[src/rtl/serial_frame_pkg.sv]
// Shared constants and types for the serial frame transmitter.
package serial_frame_pkg;

  localparam int unsigned FRAME_BITS = 4;
  localparam int unsigned FIFO_DEPTH = 2;
  localparam int unsigned SLOT_W     = $clog2(FRAME_BITS);
  localparam int unsigned PTR_W      = $clog2(FIFO_DEPTH);
  localparam int unsigned COUNT_W    = $clog2(FIFO_DEPTH + 1);

  localparam logic [FRAME_BITS-1:0] IDLE_WORD   = 4'b0000;
  localparam logic [FRAME_BITS-1:0] MARKER_WORD = 4'b1001;

  typedef enum logic [1:0] {
    LdIdle,
    LdData,
    LdMarker
  } load_sel_e;

  function automatic logic [PTR_W-1:0] ptr_inc(input logic [PTR_W-1:0] p);
    return (p == PTR_W'(FIFO_DEPTH - 1)) ? '0 : p + PTR_W'(1);
  endfunction

endpackage

[src/rtl/frame_fifo.sv]
// Small word FIFO feeding the frame loader; push is ignored when full, pop when empty.
module frame_fifo
  import serial_frame_pkg::*;
(
  input  logic                  i_clk,
  input  logic                  i_rst_n,
  input  logic                  i_push,
  input  logic                  i_pop,
  input  logic [FRAME_BITS-1:0] i_data,
  output logic [FRAME_BITS-1:0] o_data,
  output logic                  o_full,
  output logic                  o_empty,
  output logic [COUNT_W-1:0]    o_count
);

  logic [FRAME_BITS-1:0] r_mem [FIFO_DEPTH];
  logic [PTR_W-1:0]      r_wr_ptr;
  logic [PTR_W-1:0]      r_rd_ptr;
  logic [COUNT_W-1:0]    r_count;
  logic                  w_push;
  logic                  w_pop;

  assign o_full  = (r_count == COUNT_W'(FIFO_DEPTH));
  assign o_empty = (r_count == '0);
  assign w_push  = i_push && !o_full;
  assign w_pop   = i_pop && !o_empty;
  assign o_data  = r_mem[r_rd_ptr];
  assign o_count = r_count;

  always_ff @(posedge i_clk or negedge i_rst_n) begin
    if (!i_rst_n) begin
      for (int i = 0; i < FIFO_DEPTH; i++) begin
        r_mem[i] <= IDLE_WORD;
      end
      r_wr_ptr <= '0;
      r_rd_ptr <= '0;
      r_count  <= '0;
    end else begin
      if (w_push) begin
        r_mem[r_wr_ptr] <= i_data;
        r_wr_ptr        <= ptr_inc(r_wr_ptr);
      end
      if (w_pop) begin
        r_rd_ptr <= ptr_inc(r_rd_ptr);
      end
      // Simultaneous push and pop leaves occupancy unchanged.
      if (w_push && !w_pop) begin
        r_count <= r_count + COUNT_W'(1);
      end else if (w_pop && !w_push) begin
        r_count <= r_count - COUNT_W'(1);
      end
    end
  end

endmodule

[src/rtl/serial_frame_tx.sv]
// Periodic 4-slot serial framer: IDLE, data or (with MARKER_EN defined) a marker
// frame ahead of each burst. Slot counter, loader and shifter live here.
module serial_frame_tx
  import serial_frame_pkg::*;
(
  input  logic                  CLK,
  input  logic                  RESET,
  input  logic [FRAME_BITS-1:0] in_data,
  input  logic                  in_valid,
  output logic                  in_ready,
  output logic                  out,
  output logic                  frame_start,
  output logic                  data_frame
);

`ifdef MARKER_EN
  localparam bit MarkerEn = 1'b1;
`else
  localparam bit MarkerEn = 1'b0;
`endif

  logic [SLOT_W-1:0]     r_slot;
  logic [FRAME_BITS-1:0] r_shift;
  logic                  r_last_idle;
  logic                  r_data_frame;

  logic [FRAME_BITS-1:0] w_head;
  logic                  w_full;
  logic                  w_empty;
  logic [COUNT_W-1:0]    w_count;
  logic                  w_push;
  logic                  w_pop;
  logic                  w_load;
  load_sel_e             w_sel;

  // Ready depends only on registered occupancy, never on the same-cycle pop.
  assign in_ready = (w_count < COUNT_W'(FIFO_DEPTH));
  assign w_push   = in_valid && !w_full;
  assign w_load   = (r_slot == SLOT_W'(FRAME_BITS - 1));
  assign w_pop    = w_load && (w_sel == LdData);

  always_comb begin
    w_sel = LdIdle;
    if (!w_empty) begin
      w_sel = (MarkerEn && r_last_idle) ? LdMarker : LdData;
    end
  end

  frame_fifo u_fifo (
    .i_clk   (CLK),
    .i_rst_n (RESET),
    .i_push  (w_push),
    .i_pop   (w_pop),
    .i_data  (in_data),
    .o_data  (w_head),
    .o_full  (w_full),
    .o_empty (w_empty),
    .o_count (w_count)
  );

  always_ff @(posedge CLK or negedge RESET) begin
    if (!RESET) begin
      r_slot       <= '0;
      r_shift      <= IDLE_WORD;
      r_last_idle  <= 1'b1;
      r_data_frame <= 1'b0;
    end else begin
      r_slot <= r_slot + SLOT_W'(1);
      if (w_load) begin
        unique case (w_sel)
          LdMarker: begin
            r_shift      <= MARKER_WORD;
            r_last_idle  <= 1'b0;
            r_data_frame <= 1'b0;
          end
          LdData: begin
            r_shift      <= w_head;
            r_last_idle  <= 1'b0;
            r_data_frame <= 1'b1;
          end
          default: begin
            r_shift      <= IDLE_WORD;
            r_last_idle  <= 1'b1;
            r_data_frame <= 1'b0;
          end
        endcase
      end else begin
        r_shift <= {r_shift[FRAME_BITS-2:0], 1'b0};
      end
    end
  end

  assign out         = r_shift[FRAME_BITS-1];
  assign frame_start = (r_slot == '0);
  assign data_frame  = r_data_frame;

endmodule

[config.mk]
export PLATFORM = sky130hd
export DESIGN_NAME = serial_frame_tx
export DESIGN_NICKNAME = d
export VERILOG_FILES = /design/src/rtl/serial_frame_pkg.sv /design/src/rtl/frame_fifo.sv /design/src/rtl/serial_frame_tx.sv
export SDC_FILE = /design/constraint.sdc
export NUM_CORES = 1
export LEC_CHECK = 0
export BUFFER_PORTS_ARGS = -buffer_cell sky130_fd_sc_hd__buf_2
export CAP_MARGIN = 10
export CORE_MARGIN = 4
export CORE_UTILIZATION = 58
export CTS_CLUSTER_DIAMETER = 200
export DETAILED_ROUTE_END_ITERATION = 10
export PLACE_DENSITY = 0.89
export SYNTH_ARGS = -nofsm -noshare
export SYNTH_HDL_FRONTEND = slang
export SYNTH_HIERARCHICAL = 1
export SYNTH_SLANG_ARGS = --single-unit
[constraint.sdc]
create_clock -name CLK -period 4.1 [get_ports CLK]
set_input_delay 0.205 -clock CLK [delete_from_list [all_inputs] [get_ports CLK]]
set_output_delay 0.205 -clock CLK [all_outputs]
set_load 0.05 [all_outputs]
==> run metrics, run 1 <==
clock power share 13.1%; Synth area leader dfrtp_1; DRT antenna net count 0; critical path startpoint category flop; largest net degree at the start of global routing 20; Synth Area in Compound Gates ~4.6%; register bit count reported by yosys 19; Util after Layout roughly 70%; flop2flop setup slack 2.44 ns; Worst R2R End u_fifo/o_count[1]; CP endpoint u_fifo/o_count[1]; post-synthesis mux area share 16.2%; CP startpoint u_fifo/o_count[0]; DRC 0; CTS Buffer Depth 2; DRT Wirelength 1260 um; Net Sw Power 249 uW; Layout area overhead 12.0%; detailed router's first-iteration violation count 0; htree depth 1; Synth top area share between 50% and 60%; RePlAce Congestion around 0.70; cell row count 13; Skew-Pair Late Insertion Delay 0.28 ns; global route overflow 0; I/O Buffers 10; Post-Synth XOR/XNOR Area 5.25%; cells after synthesis ~60; first-pass GRT wire length 2210 um; largest family of logic cells by synthesized area multiplexers; synthesized cell area 835 sq um; DIE HEIGHT 45.9 um; type of the worst setup path reg -> reg; hold slack 0.157 ns; vias in the first global route 490; Syn Nets 69; arrival time at the worst endpoint 1.83 ns; achievable frequency 602 MHz; Peak VDD IR around 0.41 mV; Die X 45.9 um; Fin Clk Skew 0.00211 ns; Post-CTS Hold Buffers 1; setup bufs post-CTS 0; Die Footprint 0.00211 sq mm; most common cell after layout, fill and taps aside dfrtp_1; Mean Syn Cell Area ~14 sq um; drt pass-1 iters 1; Max-Cap Viols 0; Ports 11; CP Capture Type flop; Tcrit/Tclk final 40.5%; total vias in the final route 448; leakage 0.000444 uW; storage element area 475 sq um; Worst-Margin Slew between 0.4 and 0.5 ns; commonest non-fill, non-tap cells in the layout dfrtp_1, mux2_2, buf_2; clock sinks 19; final setup fails 0; R2R depth 8; Starting Density a little over three fifths; CTS tree built; Synth Area in Adders 4.50%; FF-to-FF Start u_fifo/o_count[0]; Synth Warn # 6; Final nets 84; # fillers 96; CORE AREA roughly 0.0013 sq mm; share of layout cells above drive strength 1 41.1%; wire length per cell about 14 um; Multi-input gate area ~340 sq um; RSZ-0062 raised after global routing no; final hold violations 0; n_diodes 0; setup slack at placement roughly 2.5 ns; top cells by area, synth dfrtp_1, mux2_2, ha_1; post-layout min period 1.66 ns; Int Power 445 uW; CTS Buf Count 3; Clock transition at path regs 0.10 ns; Seq/Total Area, Yosys 57.0%; P per Cell Area 742 mW/mm^2; clock root cell clkbuf_4; synth unique cells 19; Critical Path RT 4.27 ns; DP HPWL just over 900 um; fin. max-slew vios 0; Synth Area in Simple Gates roughly a tenth; share of total power in combinational logic 39.6%; status completed; initial antenna violation count 0; sequential share of power 47.3%; relative slew slack ~70%; Sw Ratio 35.8%; Worst Hold Class in -> reg; routed vias/inst 5.09; setup ws final 2.44 ns; Total GRT Usage 15.5%; CTS resizes 0; setup TNS 0 ns; critical path fanouts, max 5
area by class of cell:
class,count,area share [%]
flip-flops and latches,19,50.9
multi-input cells,34,35.9
repair buffers,11,6.43
clock buffers,4,2.81
inverters,5,2.01
well taps,15,2.01
metrics by stage:
step	power, uW	cell area, sq um	std cells
after floorplan	550	835	59
final	694	935	88
after global placement	596	898	83
after detailed placement	609	898	83
after global routing	743	935	88
after CTS	701	935	88
cell families (layout without fill, tap and decap cells):
family / Yosys count / after routing
compound gates: 5 / 5
buf+inv: 6 / 20
simple gates: 9 / 9
mux: 12 / 12
xor+xnor: 5 / 5
flops: 19 / 19
fa+ha+maj: 3 / 3
synthesized netlist by cell type:
| cell | count |
|---|---|
| a21o_1 | 1 |
| a22o_1 | 3 |
| and2_1 | 1 |
| and2_2 | 1 |
| and3_1 | 1 |
| buf_2 | 1 |
| dfrtp_1 | 19 |
| ha_1 | 3 |
| inv_1 | 4 |
| inv_2 | 1 |
| mux2_2 | 12 |
| nand2b_4 | 1 |
| nor2_1 | 2 |
| nor2b_1 | 1 |
| nor2b_4 | 1 |
| nor3b_4 | 1 |
| o21ai_0 | 1 |
| xnor2_1 | 2 |
| xor2_1 | 3 |
how the worst min path moves through the flow:
stage / cells after the start / startpoint / slack, ns / end
after global placement: 1 / RESET / 0.16 / u_fifo/r_mem[2]
after floorplan: 0 / RESET / -0.09 / data_frame
after CTS: 2 / in_data[0] / 0.15 / u_fifo/r_mem[0]
after global routing: 2 / in_data[3] / 0.14 / u_fifo/r_mem[7]
after detailed placement: 1 / RESET / 0.16 / u_fifo/r_mem[2]
final: 2 / in_data[3] / 0.16 / u_fifo/r_mem[7]
layer usage:
metal | vias to the layer above | routed length [um] | GRT usage [%]
li1 | 225 | - | -
met1 | 214 | 592 | 19.2
met2 | 7 | 608 | 24.7
met3 | 2 | 49 | 3.56
met4 | 0 | 10 | 8.52
met5 | - | 0 | 0
worst max-delay path: stages (launching register included):
cell      delay, ns
dfrtp_1        0.45
nand2b_4       0.17
inv_2          0.05
nor2b_1        0.15
and2_2         0.19
ha_1           0.16
xor2_1         0.16
nor2_1         0.07
xor2_1         0.14
power groups by stage:
| stage | logic (uW) | registers [uW] | clock network (uW) |
|---|---|---|---|
| final | 275 | 328 | 90.9 |
| after CTS | 277 | 329 | 94.5 |
| after global placement | 271 | 326 | 0 |
| after global routing | 301 | 339 | 104 |
| after detailed placement | 275 | 334 | 0 |
| after floorplan | 199 | 351 | 0 |
sequential cells by signal, summed over array words and instances (netlist names):
name / flops
u_fifo/r_mem: 8
r_shift: 4
r_slot: 2
u_fifo/o_count: 2
data_frame: 1
u_fifo/r_rd_ptr: 1
u_fifo/r_wr_ptr: 1
Power figures use the tool's default switching activity.
==> run 2: changes to the inputs <==
- ABC_AREA: unset -> 1
- CORE_UTILIZATION: 58 -> 49
- PLACE_DENSITY: 0.89 -> 0.81
- clock period: 4.1 -> 1.4 ns (I/O delays scaled with it)
==> run 2 against run 1 <==
Net effect: the run now ends with negative setup slack left; maximum frequency up 16%; non-clock buffer count up 13; count of clock-buffer cells in the layout down 1; synthesized area up 7.0%; routed wire length up 48%; die area up 22%; worst setup slack worse by 2.5 ns; total power rose to 3.4 times the previous value; critical path type unchanged; highest routed layer unchanged.
==> run metrics, run 2 <==
final setup fails 1 (+1); clock root cell clkbuf_4; most common cell after layout, fill and taps aside nand2_1; post-layout min period 1.44 ns (-0.227 ns); top cells by area, synth dfrtp_1, nand2_1, inv_1; Critical Path RT 1.59 ns (-2.68 ns); top_reg_cell synth dfrtp_1; # fillers 152 (+58%); type of the worst setup path reg -> reg; routed length on met2 984 um (+62%); Seq/Total Area, Yosys 53.2% (-3.8 points); count leader, synth nand2_1; Non-Filler Instances 159 (+81%); met3 wire len 93 um (+90%); final hold violations 0 (unchanged); Die X 50.7 um (+10%); cell row count 15 (+2); Biggest register u_fifo/r_mem; commonest non-fill, non-tap cells in the layout nand2_1, dfrtp_1, buf_4; hold slack 0.0393 ns (-0.117 ns); most frequent cells after synthesis nand2_1, dfrtp_1, inv_1; first-pass GRT wire length 3130 um (+41%); Crit path max-delay family flip-flops; storage element area 477 sq um (+0.26%); HP Start in_data[2]; vias in the first global route 788 (+61%); DRC 0 (unchanged); DIE HEIGHT 50.7 um (+10%); CTS Buffer Depth 2 (unchanged); CORE AREA 0.00173 sq mm (+29%); Worst R2R End u_fifo/o_count[1]; DRT Wirelength 1870 um (+48%); slowest stage cell, crit path dfrtp_2; global route overflow 0 (unchanged); Layout area overhead 29.0%; share of layout cells above drive strength 1 32.1% (-9.0 points); post-route cell area 0.00115 sq mm (+23%); routed vias/inst 4.87 (-4.4%); register bit count reported by yosys 19 (unchanged); detailed router's first-iteration violation count 11 (+11); CP Capture Type flop; RSZ-0062 raised after global routing yes; initial antenna violation count 0 (unchanged); htree depth 1 (unchanged); Post-Synth XOR/XNOR Area 0.980% (-4.3 points); Synth Area in Adders 4.20% (-0.30 points); Peak VDD IR 1.27 mV (+210%); leakage 0.000647 uW (+46%); R2R depth 10 (+2); I/O Buffers 10 (unchanged); Cells on Worst Hold Path 3 (+1); post-layout total power 2330 uW (+240%); Multi-input gate area 397 sq um (+18%); flop2flop setup slack -0.04 ns (-2.47 ns); Synth Area in Compound Gates 0.560% (-4.1 points); total vias in the final route 774 (+73%); Max-Cap Viols 0 (unchanged); achievable frequency 697 MHz (+16%); WHS Endpoint u_fifo/r_mem[2]; P per Cell Area 2020 mW/mm^2 (+170%); Synth Warn # 6 (unchanged); crit path cell chain nor2_2 > inv_1 > nand2_2 > inv_2 > o21ai_4 > ha_4 > inv_2 > nand3_2 > nand2_1 > nand2_1; dpl cells 148 (+78%); Synth Area in Simple Gates 31.8% (+22 points); Clock transition at path regs 0.11 ns (about the same); Tcrit/Tclk final 103% (+62 points); post-synthesis mux area share 0% (-16 points); critical path fanouts, max 4 (-1); n_diodes 0 (unchanged); Placed Area 0.00103 sq mm (+15%); Ports 11 (unchanged); EDFF count, synth 0 (unchanged); Skew-Pair Late Insertion Delay 0.29 ns (about the same); max FFs per register 8 (unchanged); DP HPWL 1270 um (+37%); arrival time at the worst endpoint 1.63 ns (-0.20 ns); critical path startpoint category flop; Syn Nets 118 (+71%); cells after synthesis 108 (+83%); FF-to-FF Start u_fifo/o_count[1]; Fin Clk Skew 0.000599 ns (-0.00151 ns); synth unique cells 13 (-6); failing checks negative setup slack; clock sinks 19 (unchanged); largest net degree at the start of global routing 20 (unchanged); Mean Syn Cell Area 8.27 sq um (-42%); Worst Hold Class in -> reg; top flop regs u_fifo/r_mem: 8 flops, r_shift: 4 flops; Die Footprint 0.00257 sq mm (+22%); Synth top area share 53.2% (-3.8 points); wire length per cell 11.8 um (-18%); CP bufs+invs 3 (+2); uppermost routed layer met4; CTS Buf Count 3 (unchanged); Synth area leader dfrtp_1; Worst-Margin Slew 0.429 ns (+0.0111 ns); largest family of logic cells by synthesized area simple AND/OR/NAND/NOR gates; DRT antenna net count 0 (unchanged); Total GRT Usage 16.2% (+0.69 points); wl on met1 780 um (+32%); setup ws final -0.0351 ns (-2.47 ns); CP peak stage delay 0.47 ns (+0.02 ns); relative slew slack 71.4% (-0.74 points); synthesized cell area 893 sq um (+7.0%); fin. max-slew vios 0 (unchanged); drt pass-1 iters 4 (+3); CTS tree built; Final nets 145 (+73%); RePlAce Congestion 0.791 (+13%); status finished, violations left; Starting Density 51.7% (-11 points); asr flop ratio synth 100% (unchanged)
[run 2: cell count changes after synthesis, moves of 3 or more]
cell     previous run  this run
nand2_1             0        46
mux2_2             12         0
inv_1               4        15
nand4_1             0         9
nand3_1             0         6
a22o_1              3         0
xor2_1              3         0
[run 2: cell families after synthesis]
family                   after synthesis
buffers and inverters                 18
flip-flops                            19
adder cells (fa/ha/maj)                3
AO/OA/AOI/OAI                          1
AND/OR/NAND/NOR                       66
XOR/XNOR                               1
[run 2: power by group]
group / internal (uW) / switching, uW
clock network: 106 / 165
registers: 761 / 181
logic: 443 / 677
total: 1310 / 1020
[run 2: stage by stage]
step                setup WS, ns  TNS, ns  util, %
finish                   -0.0351  -0.0351     66.7
global route             -0.0920   -0.139     66.7
CTS                      0.00387        0     63.8
detailed placement        -0.142   -0.200     59.8
global placement         -0.0679  -0.0746     59.8
floorplan                 -0.106   -0.145        -
[run 2: worst max path at each step]
stage,from,end,slack (ns),depth (start not counted)
floorplan,u_fifo/o_count[0],u_fifo/o_count[1],-0.11,13
global route,u_fifo/o_count[1],u_fifo/o_count[1],-0.09,11
global placement,u_fifo/o_count[1],u_fifo/o_count[1],-0.07,10
detailed placement,u_fifo/o_count[1],u_fifo/o_count[1],-0.14,11
finish,u_fifo/o_count[1],u_fifo/o_count[1],-0.04,10
CTS,u_fifo/o_count[0],u_fifo/o_count[1],0.004,11
[run 2: per-layer routing]
metal / track usage [%] / vias up
met3: 4.75 / 2
met4: 8.52 / 0
li1: - / 393
met1: 17.6 / 359
met5: 0 / -
met2: 28.3 / 20
[run 2: worst register-to-register path: cells and delay by family (launching register included)]
kind                     cells  cell delay [ns]
AO/OA/AOI/OAI                1             0.07
adder cells (fa/ha/maj)      1             0.23
buffers and inverters        3             0.19
flip-flops                   1             0.47
AND/OR/NAND/NOR              5             0.38
[run 2: what timing repair did]
item                       CTS  global route
hold buffers                 1             0
buffers inserted             2             4
setup endpoints to repair    2            10
resized for setup            6             7
hold endpoints to repair    19             0
pin swaps                    3             4
[run 2: cell type report]
type | count | area share (%)
Inverter | 16 | 5.21
Timing Repair Buffer | 24 | 13.9
Clock inverter | 1 | 0.434
Tap cell | 25 | 2.71
Multi-Input combinational cell | 71 | 34.4
Clock buffer | 3 | 1.95
Sequential cell | 19 | 41.4
